--- src/rtl/norm_shift_16.sv ---
// norm_shift_16: two-stage normalizing shifter with valid/ready handshakes.
// S1 captures the operand together with its leading-zero count. S2 captures
// the operand shifted left by min(lzc, exponent) and the adjusted exponent.
// Ports:
//   clk, rst              clock, asynchronous active-high reset
//   in_valid/in_ready     operand handshake (in_ready is combinational)
//   in_mant, in_exp       unnormalized mantissa, unsigned biased exponent
//   out_valid/out_ready   result handshake
//   out_mant, out_exp     normalized mantissa, adjusted exponent
//   out_zero, out_tiny    operand was zero / exponent floor limited the shift
module norm_shift_16 (
    input  logic        clk,
    input  logic        rst,
    input  logic        in_valid,
    output logic        in_ready,
    input  logic [15:0] in_mant,
    input  logic [7:0]  in_exp,
    output logic        out_valid,
    input  logic        out_ready,
    output logic [15:0] out_mant,
    output logic [7:0]  out_exp,
    output logic        out_zero,
    output logic        out_tiny
);

    localparam int unsigned MW = 16;
    localparam int unsigned EW = 8;
    localparam int unsigned CW = 5;

    logic          s1_valid_q, s1_valid_d;
    logic [MW-1:0] s1_mant_q,  s1_mant_d;
    logic [EW-1:0] s1_exp_q,   s1_exp_d;
    logic [CW-1:0] s1_lzc_q,   s1_lzc_d;

    logic          s2_valid_q, s2_valid_d;
    logic [MW-1:0] s2_mant_q,  s2_mant_d;
    logic [EW-1:0] s2_exp_q,   s2_exp_d;
    logic          s2_zero_q,  s2_zero_d;
    logic          s2_tiny_q,  s2_tiny_d;

    logic          s1_adv;
    logic [CW-1:0] lzc_c;
    logic [CW-1:0] shamt;
    logic          floor_hit;
    logic          s1_zero;

    // S1 may move on when S2 is empty or S2 is draining this cycle.
    assign s1_adv   = ~s2_valid_q | out_ready;
    assign in_ready = ~s1_valid_q | s1_adv;

    // Leading-zero count: the highest set bit wins because it is visited last.
    always_comb begin
        lzc_c = CW'(MW);
        for (int i = 0; i < int'(MW); i++) begin
            if (in_mant[i]) lzc_c = CW'(int'(MW) - 1 - i);
        end
    end

    // Shift amount limited by the exponent; exponent < lzc <= 16 here, so it fits.
    always_comb begin
        s1_zero   = (s1_mant_q == '0);
        floor_hit = (EW'(s1_lzc_q) > s1_exp_q);
        shamt     = floor_hit ? s1_exp_q[CW-1:0] : s1_lzc_q;
    end

    // Next-state for both stages.
    always_comb begin
        s1_valid_d = s1_valid_q;
        s1_mant_d  = s1_mant_q;
        s1_exp_d   = s1_exp_q;
        s1_lzc_d   = s1_lzc_q;
        s2_valid_d = s2_valid_q;
        s2_mant_d  = s2_mant_q;
        s2_exp_d   = s2_exp_q;
        s2_zero_d  = s2_zero_q;
        s2_tiny_d  = s2_tiny_q;

        if (in_ready) begin
            s1_valid_d = in_valid;
            if (in_valid) begin
                s1_mant_d = in_mant;
                s1_exp_d  = in_exp;
                s1_lzc_d  = lzc_c;
            end
        end

        if (s1_adv) begin
            s2_valid_d = s1_valid_q;
            if (s1_valid_q) begin
                s2_mant_d = s1_zero ? '0 : MW'(s1_mant_q << shamt);
                s2_exp_d  = s1_zero ? '0 : EW'(s1_exp_q - EW'(shamt));
                s2_zero_d = s1_zero;
                s2_tiny_d = floor_hit & ~s1_zero;
            end
        end
    end

    // Pipeline registers.
    always_ff @(posedge clk or posedge rst) begin
        if (rst) begin
            s1_valid_q <= 1'b0;
            s1_mant_q  <= '0;
            s1_exp_q   <= '0;
            s1_lzc_q   <= '0;
            s2_valid_q <= 1'b0;
            s2_mant_q  <= '0;
            s2_exp_q   <= '0;
            s2_zero_q  <= 1'b0;
            s2_tiny_q  <= 1'b0;
        end else begin
            s1_valid_q <= s1_valid_d;
            s1_mant_q  <= s1_mant_d;
            s1_exp_q   <= s1_exp_d;
            s1_lzc_q   <= s1_lzc_d;
            s2_valid_q <= s2_valid_d;
            s2_mant_q  <= s2_mant_d;
            s2_exp_q   <= s2_exp_d;
            s2_zero_q  <= s2_zero_d;
            s2_tiny_q  <= s2_tiny_d;
        end
    end

    assign out_valid = s2_valid_q;
    assign out_mant  = s2_mant_q;
    assign out_exp   = s2_exp_q;
    assign out_zero  = s2_zero_q;
    assign out_tiny  = s2_tiny_q;

endmodule

--- config.mk ---
export PLATFORM = sky130hd
export DESIGN_NAME = norm_shift_16
export DESIGN_NICKNAME = d
export VERILOG_FILES = /design/src/rtl/norm_shift_16.sv
export SDC_FILE = /design/constraint.sdc
export NUM_CORES = 1
export LEC_CHECK = 0
export ABC_AREA = 1
export ABC_CLOCK_PERIOD_IN_PS = 2700
export BUFFER_PORTS_ARGS = -buffer_cell sky130_fd_sc_hd__buf_2
export CAP_MARGIN = 20
export CORE_MARGIN = 1
export CORE_UTILIZATION = 40
export DETAILED_ROUTE_END_ITERATION = 8
export PLACE_DENSITY_LB_ADDON = 0.1
export SETUP_SLACK_MARGIN = 0.02
export SLEW_MARGIN = 20
export SYNTH_ARGS = -nofsm -noshare
export SYNTH_HDL_FRONTEND = slang
export SYNTH_SLANG_ARGS = --single-unit
--- constraint.sdc ---
create_clock -name clk -period 2.7 [get_ports clk]
set_clock_uncertainty 0.15 [all_clocks]
set_input_delay 0.135 -clock clk [delete_from_list [all_inputs] [get_ports clk]]
set_output_delay 0.135 -clock clk [all_outputs]
set_load 0.01 [all_outputs]
==> out/results.txt, run 1 <==
GRT Total Usage: 0.2094
worst-case clock buffer depth: 2
max-cap violations: 0
post-DR vias/cell: 4.882
Clock Sink Count: 57
status: completed
Setup CP Type: reg -> reg
Worst-Margin Slew: 0.6774 ns
Internal: 1.927 mW
final WL: 9034 um
clock power share: 0.227
crit path capture: out_mant[9]
Port Buffer Count: 55
flops & latches, synth: 57
largest family of logic cells by synthesized area: simple AND/OR/NAND/NOR gates
Crit Reg-Reg Startpoint: s1_lzc_q[3]
final hold slack: 0.04375 ns
IO Count: 56
synthesis-to-finish area growth: 27.49%
worst vdd ir: 0.2290 mV
xor and xnor area share after synthesis: 0
clk_lat worst skew: 0.34 ns
reg2reg end: out_mant[9]
H-tree level count: 3
initial antenna violation count: 0
number of global-route vias before repair: 3050
max_slew headroom: 0.5479
die height: 95.35 um
DP Cell Count: 645
initial core utilization: 0.4179
Simple-Gate Fraction of Synth Area: 0.3582
sequential power share: 0.387
Comb power frac: 0.386
CP Launch Type: register
R2R cell count: 18
Crit. Startpoint: s1_lzc_q[3]
die width: 95.35 um
post-synth top area share: 0.4092
first-pass GRT wire length: 14430 um
RSZ-0062 raised after global routing: true
post-route antenna net violation count: 0
RePlAce Congestion: 0.8487
Slew Limit Fails: 0
P_leak: 2.333 nW
Syn Std Cell Area: 3486 um^2
post-route cell area: 4444 um^2
warning count from the yosys run: 0
Setup-failing EPs final: 0
hpwl dp: 6632 um
multiplexer area fraction after synthesis: 0
Compound-Gate Fraction of Synth Area: 0.1116
vias: 3378
Final Util: 0.5329
maximum clock rate: 390.2 MHz
Die ar.: 9092 um^2
CTS tree: done
Reg2Reg Setup Slack: 0.14 ns
Worst Path Max Fanout: 16
fin cells: 692
Avg Cell Area, Syn: 7.143 um^2
register area share after synthesis: 0.4092
hold path cells: 4
critical path endpoint category: register
Critical Path RT: 2.83 ns
ratio of cells with drive above 1 in the final layout: 0.2164
final net count: 619
final cycle utilization of the critical path: 0.9492
Psw: 1.202 mW
Hold Crit Class: in -> reg
gr ovfl total: 0
diodes inserted: 0
Reg clk slew, reported paths: 0.07 ns
DP Area: 3884 um^2
commonest non-fill, non-tap cell in the layout: nand2_1
core area: 8341 um^2
Tot Pwr: 3.128 mW
Core Rows: 33
Final Hold Violating Endpoints: 0
largest net degree at the start of global routing: 29
Final min period: 2.563 ns
Mapped Cells: 488
switching share of power: 0.3841
WP data arrival: 2.69 ns
drt drc: 0
Initial DRC Count: 121
Syn Nets: 525
Synth Area in Adders: 0.03230
total iterations of the first detailed-routing run: 4
power per cell area: 703.9 nW/um^2
most frequent cells in the layout: 168 x nand2_1, 67 x nand3_1, 56 x dfrtp_1
Distinct cells, synth: 34
Avg WL per Cell: 13.05 um
largest cells by area after synthesis: dfrtp_1 41%, nand2_1 19%, nand3_1 9.6%
Num CTS Buffers: 9
CTS Root Cell: clkbuf_8
post-synth top area cell: dfrtp_1
critical path, cell delays in order (launching register included):
cell and delay [ns]:
dfrtp_2 0.45, ha_4 0.28, nand2_1 0.06, inv_2 0.07, nand2_1 0.05, nand2_1 0.06, nand2_2 0.07, nand2_4 0.10
nand2_4 0.09, buf_4 0.17, nand2_4 0.06, nand2_4 0.11, nand2_1 0.09, nand2_1 0.08, nor2_1 0.18, nand2_1 0.11
o21ai_0 0.15, o21ai_1 0.11, nand2_1 0.07
how the worst min path moves through the flow:
stage	to	slack, ns	start
2_1_floorplan	s1_exp_q[0]	0.11	in_exp[0]
5_1_grt	s1_mant_q[14]	0.09	in_valid
3_3_place_gp	out_exp[4]	-0.002	rst
4_1_cts	s1_mant_q[14]	0.03	in_valid
3_5_place_dp	out_exp[6]	-0.002	rst
6_report	s1_mant_q[14]	0.04	in_valid
state kept, by name, indices dropped and copies added (netlist names):
name        flops
out_tiny        1
out_zero        1
out_exp         8
s1_lzc_q        5
s1_valid_q      1
out_valid       1
s1_exp_q        8
out_mant       16
s1_mant_q      16
final cells by class:
| type | count | area (um^2) |
|---|---|---|
| fillers | 842 | 3896 |
| multi-input cells | 361 | 1846 |
| flip-flops and latches | 57 | 1428 |
| repair buffers | 97 | 655.6 |
| inverters | 56 | 210.2 |
| clock buffers | 13 | 158.9 |
| well taps | 105 | 131.4 |
| clock inverters | 3 | 15.01 |
metal layers:
metal,up-vias,GRT usage,wire (um)
li1,1783,-,-
met1,1524,0.3045,4731
met2,67,0.3137,3961
met3,4,0.03110,293
met4,0,0.07449,48
met5,-,0,0
stage by stage:
stage	setup WS (ns)	setup TNS (ns)
6_report	0.1371	0
5_1_grt	-0.01986	-0.03592
4_1_cts	0.1077	0
3_5_place_dp	0.1395	0
3_3_place_gp	0.1396	0
2_1_floorplan	0.08561	0
timing repair:
item                                    CTS  global route
hold buffers                             26             0
resized for setup                         0            23
hold endpoints to repair                 45             0
setup buffers                             0             4
endpoints found under the setup margin    0            13
power groups by stage:
stage | sequential (mW) | combinational [mW] | clock, mW
2_1_floorplan | 1.29 | 0.691 | 0
6_report | 1.21 | 1.21 | 0.710
5_1_grt | 1.24 | 1.37 | 0.771
3_5_place_dp | 1.23 | 1.13 | 0
3_3_place_gp | 1.22 | 1.12 | 0
4_1_cts | 1.21 | 1.16 | 0.727
synthesized netlist by cell type (all sizes together):
cell    number
o22ai        2
nand4        4
or2          1
nor2        23
a32o         1
o32ai        1
nor4         5
dfrtp       57
o311ai       1
o21bai       2
buf          8
nand2      182
clkbuf       7
a31oi        1
a22o         1
ha           9
nor3         1
a21oi        5
inv         56
o21ai       49
o211ai       3
nand3       69
cells by family after synthesis:
group / Yosys count
flops: 57
simple gates: 285
compound gates: 66
buf+inv: 71
fa+ha+maj: 9
No activity file was read; power rests on OpenSTA's default activity.
==> run 2: changes to the inputs <==
HOLD_SLACK_MARGIN = 0.15   (was not set)
==> out/results.txt, run 2 (synthesis results as in run 1) <==
switching share of power: 0.3841
worst-case clock buffer depth: 2
Final min period: 2.553 ns
Die ar.: 9092 um^2
Tot Pwr: 3.130 mW
Initial DRC Count: 118
Final Util: 0.5341
ratio of cells with drive above 1 in the final layout: 0.2160
worst vdd ir: 0.2285 mV
GR Util met2: 0.3143
Comb power frac: 0.386
Slew Limit Fails: 0
H-tree level count: 3
core area: 8341 um^2
final net count: 620
vias: 3385
die height: 95.35 um
synthesis-to-finish area growth: 27.78%
IO Count: 56
Num CTS Buffers: 9
Reg clk slew, reported paths: 0.07 ns
DP Area: 3884 um^2
drt drc: 0
number of global-route vias before repair: 3054
Critical Path RT: 2.82 ns
CP Launch Type: register
post-route cell area: 4454 um^2
power per cell area: 702.7 nW/um^2
Port Buffer Count: 55
grt met1 use: 0.3045
Internal: 1.928 mW
Worst Path Max Fanout: 16
worst path cell trace: ha_4, nand2_1, inv_2, nand2_1, nand2_1, nand2_2, nand2_4, nand2_4, buf_4, nand2_4, nand2_4, nand2_1, nand2_1, nor2_1, nand2_1, o21ai_0, o21ai_1, nand2_1
CTS tree: done
clock power share: 0.227
Core Rows: 33
CTS Root Cell: clkbuf_8
Crit path max-delay family: simple AND/OR/NAND/NOR gates
most frequent cells in the layout: 168 x nand2_1, 67 x nand3_1, 56 x dfrtp_1
RSZ-0062 raised after global routing: true
WP buf/inv: 2
Psw: 1.202 mW
post-DR vias/cell: 4.885
Worst-Margin Slew: 0.6750 ns
Worst path slowest cell: dfrtp_2
die width: 95.35 um
max-cap violations: 0
final cycle utilization of the critical path: 0.9457
most frequent CP cell: nand2_1
P_leak: 2.338 nW
Fillers: 841
clk_lat worst skew: 0.34 ns
gr ovfl total: 0
post-route antenna net violation count: 0
RePlAce Congestion: 0.8487
WP data arrival: 2.68 ns
final WL: 9018 um
Avg WL per Cell: 13.01 um
sequential power share: 0.387
total iterations of the first detailed-routing run: 4
commonest non-fill, non-tap cell in the layout: nand2_1
grt peak-use layer: met2
critical path endpoint category: register
CP peak stage delay: 0.45 ns
first-pass GRT wire length: 14450 um
max_slew headroom: 0.5495
Setup-failing EPs final: 0
setup_tns: 0 ns
Hold Crit Class: in -> reg
status: completed
Final Hold Violating Endpoints: 0
largest net degree at the start of global routing: 29
GRT Total Usage: 0.2095
Clock Sink Count: 57
initial antenna violation count: 0
met3 usage: 0.03110
Setup CP Type: reg -> reg
initial core utilization: 0.4179
hpwl dp: 6632 um
diodes inserted: 0
maximum clock rate: 391.6 MHz
==> run 2: cell types whose count changed in the layout (fill, tap and decap cells not counted) <==
cell,previous run,this run
dlygate4sd3_1,26,27
==> run 2: area by class of cell <==
cell class,instances,area (um^2),share of cell area
Clock buffer,13,158.9,0.03567
Tap cell,105,131.4,0.02949
Sequential cell,57,1428,0.3205
Inverter,56,210.2,0.04719
Timing Repair Buffer,98,665.6,0.1494
Multi-Input combinational cell,361,1846,0.4143
Clock inverter,3,15.01,0.003371
==> run 2: what timing repair did <==
item                                   CTS  global route
hold buffers                            27             0
resized for setup                        0            23
endpoints found under the hold margin   89             0
setup endpoints to repair                0            13
buffers inserted                         0             4
==> run 2: worst paths after layout <==
kind                              start            to  slack [ns]  cells past startpoint
max                         s1_lzc_q[3]   out_mant[9]        0.15                     18
min                            in_valid   s1_lzc_q[1]        0.17                      5
max reg2reg                 s1_lzc_q[3]   out_mant[9]        0.15                     18
min reg2reg                out_mant[11]  out_mant[11]        0.32                      2
max in group asynchronous           rst   out_mant[8]        1.56                      4
min in group asynchronous           rst   s1_exp_q[2]        0.18                      3
==> run 2: per-stage QoR <==
stage,instances,hold WS (ns),setup WS (ns)
6_report,693,0.1667,0.1466
5_1_grt,693,0.1987,-0.01986
4_1_cts,688,0.1585,0.1077
3_5_place_dp,645,-0.002231,0.1395
3_3_place_gp,645,-0.002270,0.1396
2_1_floorplan,488,0.1060,0.08561
==> run 2: tightest hold or removal path, cell delays in order <==
cell     delay (ns)
buf_2          0.10
nand2_1        0.09
nor2_1         0.06
nand2_1        0.12
o22ai_1        0.10
==> run 2: power by group through the flow <==
stage	sequential, mW	clock [mW]	combinational, mW
finish	1.21	0.710	1.21
global route	1.24	0.771	1.37
CTS	1.21	0.727	1.16
detailed placement	1.23	0	1.13
global placement	1.22	0	1.12
floorplan	1.29	0	0.691
==> run 2: layer usage <==
layer  vias to the layer above  part of all wire
li1                       1787                 -
met1                      1507              0.52
met2                        79              0.43
met3                        12             0.041
met4                         0             0.013
met5                         -                 0
